## src/rtl/irq_pkg.sv

```systemverilog
// rtl/irq_pkg.sv - shared types and helpers for the interrupt controller
//
// Contents:
//   irq_state_t  handshake FSM states
//   TRAP_VEC     vector number reserved for the non-maskable trap
//   irq_vec_of   maps maskable source index i to its vector number
package irq_pkg;

  typedef enum logic [1:0] {
    IDLE    = 2'd0,
    REQ     = 2'd1,
    SERVICE = 2'd2
  } irq_state_t;

  localparam int TRAP_VEC = 0;

  // Source i is presented to the CPU as vector i+1; vector 0 is the trap.
  function automatic int irq_vec_of(input int i);
    return i + 1;
  endfunction

endpackage

```

## src/rtl/irq_prio_enc.sv

```systemverilog
// rtl/irq_prio_enc.sv - fixed-priority encoder, lowest index wins
//
// Ports:
//   req_i    N request lines, bit 0 has the highest priority
//   valid_o  at least one request line is set
//   vec_o    index of the highest-priority set line (0 when none)
module irq_prio_enc #(
  parameter int N = 9,
  parameter int W = 4
) (
  input  logic [N-1:0] req_i,
  output logic         valid_o,
  output logic [W-1:0] vec_o
);

  always_comb begin
    valid_o = |req_i;
    vec_o   = '0;
    // Scan from the top so the lowest set index is the last assignment.
    for (int i = N - 1; i >= 0; i--) begin
      if (req_i[i]) vec_o = W'(i);
    end
  end

endmodule

```

## src/rtl/irq_ctrl.sv

```systemverilog
// rtl/irq_ctrl.sv - prioritised interrupt/trap controller with req/ack/eoi handshake
//
// Ports:
//   clock_50_b7a  system clock, rising edge
//   reset         synchronous active-high reset
//   irq_in        NUM_IRQ maskable source lines (synchronous)
//   trap          non-maskable trap, rising-edge triggered
//   en_we         enable register write strobe
//   en_wdata      new enable value, bit i enables source i
//   irq_req       vector presented to the CPU
//   irq_vec       presented vector: 0 = trap, i+1 = source i
//   irq_ack       CPU accepts the presented vector
//   eoi           CPU finished servicing
//   in_service    controller is in SERVICE
//   pending       bit 0 = trap, bit i+1 = source i (unmasked)
module irq_ctrl
  import irq_pkg::*;
#(
  parameter int                   NUM_IRQ   = 8,
  parameter logic [NUM_IRQ-1:0]   EDGE_MASK = {NUM_IRQ{1'b1}},
  localparam int                  VEC_W     = $clog2(NUM_IRQ + 1)
) (
  input  logic               clock_50_b7a,
  input  logic               reset,
  input  logic [NUM_IRQ-1:0] irq_in,
  input  logic               trap,
  input  logic               en_we,
  input  logic [NUM_IRQ-1:0] en_wdata,
  output logic               irq_req,
  output logic [VEC_W-1:0]   irq_vec,
  input  logic               irq_ack,
  input  logic               eoi,
  output logic               in_service,
  output logic [NUM_IRQ:0]   pending
);

  irq_state_t         state_q;
  logic [NUM_IRQ-1:0] en_q;
  logic [NUM_IRQ-1:0] prev_q;
  logic               trap_prev_q;
  logic [NUM_IRQ:0]   pend_q, pend_d;
  logic               req_q, svc_q;
  logic [VEC_W-1:0]   vec_q;

  logic               ack_take;
  logic [NUM_IRQ:0]   elig;
  logic               win_valid;
  logic [VEC_W-1:0]   win_vec;

  assign ack_take = (state_q == REQ) && irq_ack;

  // Trap bypasses the enable register.
  assign elig = pend_q & {en_q, 1'b1};

  irq_prio_enc #(
    .N (NUM_IRQ + 1),
    .W (VEC_W)
  ) u_prio (
    .req_i   (elig),
    .valid_o (win_valid),
    .vec_o   (win_vec)
  );

  // A new edge takes precedence over the ack-clear of the same bit, so an
  // event coinciding with acceptance is not lost.
  always_comb begin
    pend_d = pend_q;
    if (trap && !trap_prev_q) begin
      pend_d[0] = 1'b1;
    end else if (ack_take && vec_q == VEC_W'(TRAP_VEC)) begin
      pend_d[0] = 1'b0;
    end
    for (int i = 0; i < NUM_IRQ; i++) begin
      if (EDGE_MASK[i]) begin
        if (irq_in[i] && !prev_q[i]) begin
          pend_d[i+1] = 1'b1;
        end else if (ack_take && vec_q == VEC_W'(irq_vec_of(i))) begin
          pend_d[i+1] = 1'b0;
        end
      end else begin
        pend_d[i+1] = irq_in[i];
      end
    end
  end

  always_ff @(posedge clock_50_b7a) begin
    if (reset) begin
      state_q     <= IDLE;
      en_q        <= '0;
      prev_q      <= '0;
      trap_prev_q <= 1'b0;
      pend_q      <= '0;
      req_q       <= 1'b0;
      svc_q       <= 1'b0;
      vec_q       <= '0;
    end else begin
      prev_q      <= irq_in;
      trap_prev_q <= trap;
      pend_q      <= pend_d;
      if (en_we) en_q <= en_wdata;

      case (state_q)
        IDLE: begin
          if (win_valid) begin
            state_q <= REQ;
            vec_q   <= win_vec;
            req_q   <= 1'b1;
          end
        end
        REQ: begin
          if (irq_ack) begin
            state_q <= SERVICE;
            req_q   <= 1'b0;
            svc_q   <= 1'b1;
          end
        end
        SERVICE: begin
          if (eoi) begin
            state_q <= IDLE;
            svc_q   <= 1'b0;
          end
        end
        default: begin
          state_q <= IDLE;
          req_q   <= 1'b0;
          svc_q   <= 1'b0;
        end
      endcase
    end
  end

  assign irq_req    = req_q;
  assign irq_vec    = vec_q;
  assign in_service = svc_q;
  assign pending    = pend_q;

endmodule

```

## config.mk

```make
export PLATFORM = sky130hd
export DESIGN_NAME = irq_ctrl
export DESIGN_NICKNAME = d
export VERILOG_FILES = /design/src/rtl/irq_pkg.sv /design/src/rtl/irq_prio_enc.sv /design/src/rtl/irq_ctrl.sv
export SDC_FILE = /design/constraint.sdc
export NUM_CORES = 1
export LEC_CHECK = 0
export ABC_AREA = 1
export ABC_CLOCK_PERIOD_IN_PS = 1200
export CAP_MARGIN = 10
export CORE_ASPECT_RATIO = 1.4
export CORE_MARGIN = 1
export CORE_UTILIZATION = 42
export DETAILED_ROUTE_END_ITERATION = 6
export GPL_TIMING_DRIVEN = 0
export PLACE_DENSITY = 0.74
export SLEW_MARGIN = 10
export SYNTH_ARGS = -nofsm -noshare
export SYNTH_HDL_FRONTEND = slang
export SYNTH_SLANG_ARGS = --single-unit
export TNS_END_PERCENT = 10
```

## constraint.sdc

```tcl
create_clock -name clock_50_b7a -period 1.2 [get_ports clock_50_b7a]
set_clock_uncertainty 0.15 [all_clocks]
set_input_delay 0.24 -clock clock_50_b7a [delete_from_list [all_inputs] [get_ports clock_50_b7a]]
set_output_delay 0.24 -clock clock_50_b7a [all_outputs]
set_load 0.005 [all_outputs]
```

# == Word-level counts from Yosys, hierarchy flattened ==
# Cells that the tools add are included.
# word_totals
reg_bits,34
in_bits,22
out_inout_bits,15
word_cells,113
# op_classes
n_eq_ne,13
n_mux,37
bitwise,3
n_reduce_logical,44
# op_table
operator,count
4-bit 2-to-1 mux,9
1-bit 2-to-1 mux,22
1-bit logical AND,19
2-bit nonzero test,9
"4-bit by 3-bit equality test with 1-bit output, second input constant",4
9-bit AND,1
1-bit logical NOT,9
3-bit AND reduction,3
9-bit OR reduction,1
"4-bit by 2-bit equality test with 1-bit output, second input constant",2
2-bit 2-to-1 mux,3
1-bit one-hot mux with 3 select lines,2
2-bit one-hot mux with 3 select lines,1
"4-bit by 1-bit equality test with 1-bit output, second input constant",1
"4-bit equality test, second input constant",1
4-bit logical NOT,1
"2-bit inequality test, second input constant",2
"2-bit by 1-bit equality test with 1-bit output, second input constant",1
"2-bit equality test, second input constant",1
2-bit logical NOT,1
"2-bit by 1-bit inequality test with 1-bit output, second input constant",1
1-bit inverter,2
2-bit AND reduction,1

# == Logic depth before layout (Yosys ltp) ==
# depth
depth_word,10
depth_mapped,10
ltp_nobuf,10

# == Hierarchy ==
# Synthesis repeated with hierarchy kept, for this count alone.
# unflattened
hier_cells,225
hier_area_um2,1527.7
# by_module_without_submodules
module,instances,cells_each,area_each_um2,seq_area_each_um2
irq_ctrl,1,200,1401.3,680.7
irq_prio_enc,1,25,126.4,0.0

# == Worst setup path after synthesis ==
# Ideal clock, no wire load.
# synth_timing
path_kind,reg2reg
start,register state_q[0]
end,"register pend_q[0], in the netlist pending[0]"
setup_ps,128
arrival_ps,962
required_ps,922
slack_ps,-40
stages_incl_launch_ff,8
n_path_buf,0
period_less_slack_ps,1240
path_cell_list,dfxtp_1 > inv_2 > nor2_2 > nand2_2 > nor3_4 > nand3_1 > a21oi_1 > nor2_1
# synth_between
elab_chain_len,4
# synth_lines
element,line,rtl
from (decl),irq_ctrl.sv:37,irq_state_t state_q;
from (signal assigned),irq_ctrl.sv:88,state_q <= IDLE;
from (signal assigned),irq_ctrl.sv:105,state_q <= REQ;
from (signal assigned),irq_ctrl.sv:112,state_q <= SERVICE;
2-bit by 1-bit equality test with 1-bit output,irq_ctrl.sv:50,assign ack_take = (state_q == REQ) && irq_ack;
1-bit logical AND,irq_ctrl.sv:50,
1-bit logical AND,irq_ctrl.sv:70,end else if (ack_take && vec_q == VEC_W'(TRAP_VEC)) begin
2-bit nonzero test (no line),n/a,
to (signal assigned),irq_ctrl.sv:99,pend_q <= pend_d;
to (decl),irq_ctrl.sv:41,"logic [NUM_IRQ:0] pend_q, pend_d;"
# No other way between the ends.
# A chain may end at the register's enable or synchronous reset.

# == Final worst setup path ==
# layout_timing
start,register state_q[0]
end,"register pend_q[7], in the netlist pending[7]"
# layout_between
elab_chain_len,4
# layout_lines
element,line,rtl
2-bit by 1-bit equality test with 1-bit output,irq_ctrl.sv:50,
1-bit logical AND,irq_ctrl.sv:50,
1-bit logical AND,irq_ctrl.sv:77,end else if (ack_take && vec_q == VEC_W'(irq_vec_of(i))) begin
2-bit nonzero test (no line),n/a,
# No other way between the ends.

==> results list <==
- Least-Margin Pin Slew: 0.438 ns
* Total power density per cell area: approximately 1300 nW/um^2
- Counting the buffers created by CTS gives 5.
- Timing analysis after detailed placement gives a worst setup slack of -0.511 ns.
- Post-detailed-route wirelength per cell: roughly 12 um
- Across every metal layer, demand over resource in global routing totals slightly above 20%.
- Utilization of the core after routing: between 60% and 70%
- Setup total negative slack: -1.60 ns
- Clock Sinks: 34
- Setup repair after global routing could not meet its margin everywhere.
- Relative slew slack: roughly 71%
* Top library cells by usage in the layout, fill and taps aside: 48 x sky130_fd_sc_hd__nor2_1, 21 x sky130_fd_sc_hd__nand2_1, 18 x sky130_fd_sc_hd__clkdlybuf4s50_1
- Antenna Violating Nets Remaining: 0
* Post-synth cell types: 19
- DRC marker count from the first detailed-route iteration: 21
* Die H: between 60 and 70 um
- Maximum number of buffers from clock root to sink: 2
- The H-tree was split into 2 levels.
- The final max-slew violation count was 0.
* Minimum period implied by the final worst setup slack: between 1 and 1.5 ns
* X dimension of the die: slightly below 50 um
- Placer's final routability congestion estimate: between 0.8 and 0.9
- The routed layout has 1331 vias.
* Area added between synthesis and finish: 49.7%
- The average instance in the mapped netlist occupies 7.28 um^2.
- CTS tree: done
- The flow ran to the end, but the final reports show violations.
- Commonest non-fill, non-tap cell in the layout: sky130_fd_sc_hd__nor2_1
* Detail-routed via count per cell: 4.86
* Worst IR drop on VDD: between 0.9 and 1 mV
- Entering global routing, the biggest net connects 11 pins.
- The finished cells cover 1990 um^2.
- Classification of the worst-slack hold path: input pin to register
- Clock insertion delay at the later pin of the skew report: between 0.2 and 0.3 ns
* Fin. Hold Viols: 0
* Global-route wire length before repair: about 5200 um
- The number of antenna violations at the first check in global routing came to 0.
- Post-Layout Cell Count: around 270
- STA puts the critical path data required time at roughly 1.2 ns.
- Number of max-cap violations: 0
* Syn_nets: ~210
- P_leak: 0.935 nW
- Flop and latch count out of synthesis: 34
- The layout has approximately 270 filler cells.
- After detailed routing, the number of remaining DRC violations is 0.
- Antenna diode instance count: 0
- DP Wirelength: approximately 2200 um
- The first detailed-routing pass took 4 iterations.
- Portion of the post-synthesis area used by sequential elements: between 50% and 60%
- Total overflow reported by the global router: 0
- The final layout contains 258 nets.
- Including well taps, the total number of placed cells is between 200 and 300.
- The critical path is of the register to register type.
- After synthesis the cells add up to approximately 1300 um^2.
- In this run the worst path has a maximum fanout of 4.
* Yosys synthesis warning count: 0
- Derived from the worst setup path, the maximum achievable clock frequency is 0.733 GHz.
- STA puts the critical path data arrival time at around 1.4 ns.
* Number of global-route vias before repair: between 1000 and 1500
* Overall die area: 3410 um^2
- The final reports fail on negative setup slack.
- STA classifies the critical path startpoint as a register.
- In the finished design, the share of the clock period the worst path needs comes to 114%.
- Across all setup checks in the final design, the least slack found is -0.165 ns.
- For this configuration, the core starts out at a cell density of between 40% and 50%.
* I/O pin count: 37
* Share of cells above drive strength 1: ~34%
- Total placed instance area: 1730 um^2
- Total of buffers placed on input and output ports: 35
* Row count: 23
- The final layout contains routed wiring with a total length of ~3300 um.
- Clock-pin slew was measured on the worst setup and hold paths at around 0.070 ns.
- Instance count of the mapped netlist: 183
* Type of destination of the critical path: register
- Clk root buf: sky130_fd_sc_hd__clkbuf_8
- Core ar.: roughly 3000 um^2
- Setup violations remaining at the end of the flow were counted as 15.
[synth_stat cells (all sizes together)]
| master | instances | share of area [%] |
|---|---|---|
| a21oi | 15 | 5.6 |
| a221oi | 1 | 0.66 |
| a31oi | 1 | 0.47 |
| clkbuf | 3 | 0.85 |
| dfxtp | 34 | 51 |
| inv | 20 | 5.6 |
| nand2 | 34 | 10 |
| nand3 | 5 | 1.9 |
| nand3b | 2 | 1.1 |
| nor2 | 53 | 15 |
| nor3 | 4 | 3.1 |
| o21a | 1 | 0.56 |
| o21ai | 10 | 3.8 |
[through the flow]
step	hold slack (ns)	total power, W
after detailed placement	0.320	0.00174
after global routing	0.169	0.00281
after floorplan	0.215	0.00153
after global placement	0.320	0.00173
final	0.142	0.00267
after CTS	0.129	0.00263
[flip-flops by register name, summed over array words and instances (netlist names)]
register and flops:
in_service 1, en_q 8, irq_vec 4, state_q 2, prev_q 8, irq_req 1, pending 9, trap_prev_q 1
[cell type report]
type | instances | area (um^2) | share of cell area, %
Multi-Input combinational cell | 126 | 688 | 34.5
Sequential cell | 34 | 714 | 35.8
Tap cell | 37 | 46.3 | 2.32
Timing Repair Buffer | 46 | 363 | 18.2
Clock buffer | 7 | 86.3 | 4.33
Buffer | 3 | 11.3 | 0.565
Clock inverter | 1 | 5.00 | 0.251
Inverter | 20 | 80.1 | 4.02
[critical path, cell delays in order, from the launching register on]
cell and delay (ns):
sky130_fd_sc_hd__dfxtp_2 0.34, sky130_fd_sc_hd__inv_2 0.06, sky130_fd_sc_hd__nor2_4 0.09, sky130_fd_sc_hd__nand2_4 0.09, sky130_fd_sc_hd__nor3_4 0.20, sky130_fd_sc_hd__nand2_1 0.12
sky130_fd_sc_hd__a21oi_1 0.14, sky130_fd_sc_hd__nor2_1 0.05
[cell families after synthesis]
group | Yosys count | share of synthesized area [%]
simple gates | 98 | 31.4
flops | 34 | 51.1
compound gates | 28 | 11.1
buf+inv | 23 | 6.48
[path summary, 6_finish.rpt]
kind                                               from                      end  slack, ns  cells after the start
worst max-delay path            state_q[0]$_SDFFE_PP0P_  pending[7]$_SDFFE_PP0P_      -0.17                      7
worst min-delay path                              reset  irq_vec[2]$_SDFFE_PP0P_       0.14                      2
worst max register to register  state_q[0]$_SDFFE_PP0P_  pending[7]$_SDFFE_PP0P_      -0.17                      7
worst min register to register  in_service$_SDFFE_PP0P_  in_service$_SDFFE_PP0P_       0.33                      2
[timing repair]
action	4_1_cts	5_1_grt
hold endpoints to repair	0	0
resized for setup	84	30
setup buffers	11	2
pin swaps	6	5
setup endpoints to repair	38	23
hold buffers	0	0
[per-layer routing]
layer	global-route usage [%]	part of all wire, %	vias to the layer above
met4	13.2	2.5	0
met2	40.9	55	32
li1	-	-	679
met5	0	0	-
met3	4.17	4.0	7
met1	19.5	38	613
[power by group]
group          switching, W  leakage [nW]  internal, W
Combinational      0.000280         0.598     0.000252
Clock              0.000387        0.0482     0.000462
Sequential        0.0000658         0.289      0.00123
Total              0.000733         0.935      0.00194
Power figures use the tool's default switching activity.
